===== src/rtl/alu_share_arbiter.sv =====
// Two-requester arbiter for a single shared ALU: IDLE/BUSY/RESP handshake with registered operands and result.
// Define ALU_ARB_ROUND_ROBIN_EN to rotate contention priority; otherwise requester 1 always wins.
module alu_share_arbiter #(
  parameter int BITWIDTH = 32,
  parameter int OPWIDTH  = 4
) (
  input  logic                CLK,
  input  logic                RST_N,
  input  logic                req_1_valid,
  input  logic [BITWIDTH-1:0] req_1_a,
  input  logic [BITWIDTH-1:0] req_1_b,
  input  logic [OPWIDTH-1:0]  req_1_op,
  output logic                req_1_ready,
  input  logic                req_2_valid,
  input  logic [BITWIDTH-1:0] req_2_a,
  input  logic [BITWIDTH-1:0] req_2_b,
  input  logic [OPWIDTH-1:0]  req_2_op,
  output logic                req_2_ready,
  output logic                grant,
  output logic [BITWIDTH-1:0] alu_a,
  output logic [BITWIDTH-1:0] alu_b,
  output logic [OPWIDTH-1:0]  alu_op,
  output logic                alu_start,
  input  logic                alu_done,
  input  logic [BITWIDTH-1:0] alu_result,
  output logic                rsp_1_valid,
  output logic                rsp_2_valid,
  output logic [BITWIDTH-1:0] rsp_data
);

  typedef enum logic [1:0] {IDLE = 2'd0, BUSY = 2'd1, RESP = 2'd2} state_t;

  state_t              r_state, w_next;
  logic                w_ptr, w_sel, w_acc;
  logic                r_grant, r_start;
  logic [BITWIDTH-1:0] r_alu_a, r_alu_b, r_rsp_data;
  logic [OPWIDTH-1:0]  r_alu_op;

`ifdef ALU_ARB_ROUND_ROBIN_EN
  logic r_ptr;
  // Priority flips once per completed operation, i.e. on every RESP->IDLE.
  always_ff @(posedge CLK or negedge RST_N) begin
    if (!RST_N)                r_ptr <= 1'b0;
    else if (r_state == RESP)  r_ptr <= ~r_ptr;
  end
  assign w_ptr = r_ptr;
`else
  assign w_ptr = 1'b0;
`endif

  // Lone requester wins outright; contention or no request falls back to the pointer.
  always_comb begin
    w_sel = w_ptr;
    if (req_1_valid && !req_2_valid)      w_sel = 1'b0;
    else if (!req_1_valid && req_2_valid) w_sel = 1'b1;
  end

  assign w_acc = (r_state == IDLE) && (w_sel ? req_2_valid : req_1_valid);

  always_ff @(posedge CLK or negedge RST_N) begin
    if (!RST_N) r_state <= IDLE;
    else        r_state <= w_next;
  end

  always_comb begin
    w_next = r_state;
    case (r_state)
      IDLE:    if (w_acc)    w_next = BUSY;
      BUSY:    if (alu_done) w_next = RESP;
      RESP:                  w_next = IDLE;
      default:               w_next = IDLE;
    endcase
  end

  always_comb begin
    req_1_ready = 1'b0;
    req_2_ready = 1'b0;
    rsp_1_valid = 1'b0;
    rsp_2_valid = 1'b0;
    grant       = r_grant;
    case (r_state)
      IDLE: begin
        grant       = w_sel;
        req_1_ready = req_1_valid && !w_sel;
        req_2_ready = req_2_valid &&  w_sel;
      end
      RESP: begin
        rsp_1_valid = !r_grant;
        rsp_2_valid =  r_grant;
      end
      default: ;
    endcase
  end

  // Operands and owner are only written on acceptance, so they hold for the whole BUSY wait.
  always_ff @(posedge CLK or negedge RST_N) begin
    if (!RST_N) begin
      r_grant    <= 1'b0;
      r_start    <= 1'b0;
      r_alu_a    <= '0;
      r_alu_b    <= '0;
      r_alu_op   <= '0;
      r_rsp_data <= '0;
    end else begin
      r_start <= w_acc;
      if (w_acc) begin
        r_grant  <= w_sel;
        r_alu_a  <= w_sel ? req_2_a  : req_1_a;
        r_alu_b  <= w_sel ? req_2_b  : req_1_b;
        r_alu_op <= w_sel ? req_2_op : req_1_op;
      end
      if (r_state == BUSY && alu_done) r_rsp_data <= alu_result;
    end
  end

  assign alu_a     = r_alu_a;
  assign alu_b     = r_alu_b;
  assign alu_op    = r_alu_op;
  assign alu_start = r_start;
  assign rsp_data  = r_rsp_data;

endmodule


===== config.mk =====
export PLATFORM = sky130hd
export DESIGN_NAME = alu_share_arbiter
export DESIGN_NICKNAME = d
export VERILOG_FILES = /design/src/rtl/alu_share_arbiter.sv
export SDC_FILE = /design/constraint.sdc
export NUM_CORES = 1
export LEC_CHECK = 0
export CORE_MARGIN = 3
export CORE_UTILIZATION = 38
export CTS_CLUSTER_DIAMETER = 40
export CTS_CLUSTER_SIZE = 14
export DETAILED_ROUTE_END_ITERATION = 7
export PLACE_DENSITY = 0.88
export SLEW_MARGIN = 25
export SYNTH_ARGS = -nofsm -noshare
export SYNTH_HDL_FRONTEND = slang
export SYNTH_SLANG_ARGS = --single-unit

===== constraint.sdc =====
create_clock -name CLK -period 1.7 [get_ports CLK]
set_input_delay 0.425 -clock CLK [delete_from_list [all_inputs] [get_ports CLK]]
set_output_delay 0.425 -clock CLK [all_outputs]
set_load 0.02 [all_outputs]

==> impl_results.md <==
* Status: finished, violations left
* Failing checks: setup timing
* PortBufs at between 200 and 300
* Fin. Hold Viols at 0
* Cell taking the most area after synthesis: dfrtp_1
* Die Wd at 118 um
* Min-Delay Path Class: in2async
* Routability Congestion at a little over 0.7
* Final max-slew violation count at 0
* Worst path arrival time at 1.28 ns
* Crit path capture type: primary output
* Tot Pwr at 0.0132 W
* Final HPWL DP at 10,900 um
* Yosys top cell area share at 0.546
* Hold_ws at 0.478 ns
* Top post-synthesis cells by area: dfrtp_1, mux2_2, mux2_4
* Setup TNS at -0.00380 ns
* Largest net degree at the start of global routing at 57
* Max H-tree Level at 3
* Setup WS pre-CTS at -0.643 ns
* Final std cells w/o fill at a little under 800
* Grt ovf at 0
* Slew of the pin with the lowest slew margin at 0.311 ns
* Pwr Density at roughly 1600 mW/mm^2
* Library cells used by synthesis at 17
* Number of global-route vias before repair at 4,167
* Overall global routing resource usage at 0.205
* Max VDD drop at 0.000961 V
* Cells after synthesis at roughly 310
* CTS tree: yes
* Worst-Skew Late Latency at 0.34 ns
* Max-cap violations at 0
* Max_slew headroom at 0.793
* Initial antenna violation count at 0
* Clock transition at path regs at roughly 0.070 ns
* CTS sink cnt at 104
* Required @ worst endpoint at 1.27 ns
* Post-synth EDFFs at 0
* Clock root cell: clkbuf_16
* Synth warn at 0
* Ant. Diodes at 0
* Cell with the most instances after synthesis: mux2_2
* Worst Path Max Fanout at 6
* Syn Std Cell Area at about 0.0048 sq mm
* First-pass GRT wire length at 22,500 um
* Fin worst setup slack at -0.00380 ns
* CTS Buf Count at 9
* Crit path time final at 1.70 ns
* Period utilization at 1.00
* Nets@finish at 769
* RSZ-0062 raised after global routing: yes
* Fin Clk Skew at approximately 0.0073 ns
* Prevailing post-synth register cell: dfrtp_1
* WL final at 14,000 um
* Vias at 3,643
* Pleak at 3.56 nW
* Mean post-synth cell area at 15.6 sq um
* Dpl cells at 751
* Max clock buf depth at 2
* Max Fclk at approximately 590 MHz
* Die H at 118 um
* TritonRoute pass-1 iters at 4
* # rows at 40
* Critical path type: reg2out
* Wirelength per Cell at 18.1 um
* DRC viols at 0
* Share of the yosys chip area belonging to registers at 0.546
* Iter 0 DRT Violations at 115
* Area Growth Syn to Fin at 70.5%
* Syn nets at about 480
* CP startpoint kind: flip-flop
* Layout cells sized above 1 at 0.363
* CORE AREA at approximately 0.012 sq mm
* Vias per cell at about 4.7
* Ports at 279
* Setup-failing EPs final at 1
* Initial Util at 0.393
* Synth async-reset ratio at 1.00
* Top cells by count, synth: mux2_2, dfrtp_1, mux2_4
* Synth Register Bits at 104
* Total die area at 0.0139 sq mm
* Remaining antenna violation count at 0
-- where the power goes --
group | internal, W | switching, W | total [W]
combinational | 0.00331 | 0.00329 | 0.00660
sequential | 0.00375 | 0.000664 | 0.00442
clock | 0.00130 | 0.000917 | 0.00222
total | 0.00836 | 0.00488 | 0.0132
-- cell usage in the layout, fill, tap and decap left out, types with 4 or more instances in the layout --
cell,count
buf_4,13
dfrtp_1,102
clkbuf_16,9
clkdlybuf4s50_1,169
buf_12,6
mux2_2,150
dlygate4sd2_1,103
buf_6,4
mux2_4,18
-- cells by family (layout without fill, tap and decap cells) --
group | count (synthesis) | in the layout | share of synthesized area
compound gates | 3 | 3 | 0.00367
buf+inv | 20 | 315 | 0.0247
flops | 104 | 104 | 0.546
mux | 168 | 168 | 0.411
simple gates | 11 | 11 | 0.0144
-- flip-flops by register name, summed over array words and instances (netlist names) --
name,cells
r_state,2
rsp_data,32
alu_a,32
alu_op,4
r_grant,1
alu_start,1
alu_b,32
-- stage by stage --
stage / util / instance area, sq um
2_1_floorplan: - / 4780
3_3_place_gp: 0.651 / 7890
3_5_place_dp: 0.651 / 7890
4_1_cts: 0.671 / 8120
5_1_grt: 0.671 / 8130
6_report: 0.671 / 8130
-- timing repair --
action | CTS | global route
pin swaps | 2 | 1
endpoints found under the setup margin | 168 | 4
cloned | 1 | 0
gates resized for setup | 136 | 2
setup buffers | 0 | 0
hold buffers | 1 | 0
endpoints found under the hold margin | 9 | 0
-- metal layers --
metal | track usage | wire (um) | vias to the layer above
met4 | 0.0659 | 231 | 0
met2 | 0.363 | 7160 | 181
li1 | - | - | 1681
met1 | 0.228 | 5300 | 1766
met5 | 0 | 0 | -
met3 | 0.0745 | 1260 | 15
-- final timing paths --
path,from,to,slack [ns],depth (start not counted)
hold / removal,RST_N,alu_b[1],0.48,2
setup / recovery,r_state[0],rsp_1_valid,-0.004,3
setup reg to reg,r_state[1],alu_b[14],0.07,5
min in group CLK,alu_a[26],alu_a[26],0.50,1
max in group asynchronous,RST_N,r_state[1],0.68,3
hold reg to reg,alu_a[26],alu_a[26],0.50,1
-- critical path: stages, from the launching register on --
cell	delay, ns
dfrtp_2	0.47
nor3b_2	0.20
buf_4	0.15
buf_6	0.11
-- area by class of cell --
type                    instances  area (sq um)
clock buffers                  10           229
clock inverters                 6          91.3
fillers                       909          3990
inverters                       1          3.75
multi-input cells             182          2090
flip-flops and latches        104          2610
well taps                     168           210
repair buffers                298          2900
No activity file was read; power rests on OpenSTA's default activity.
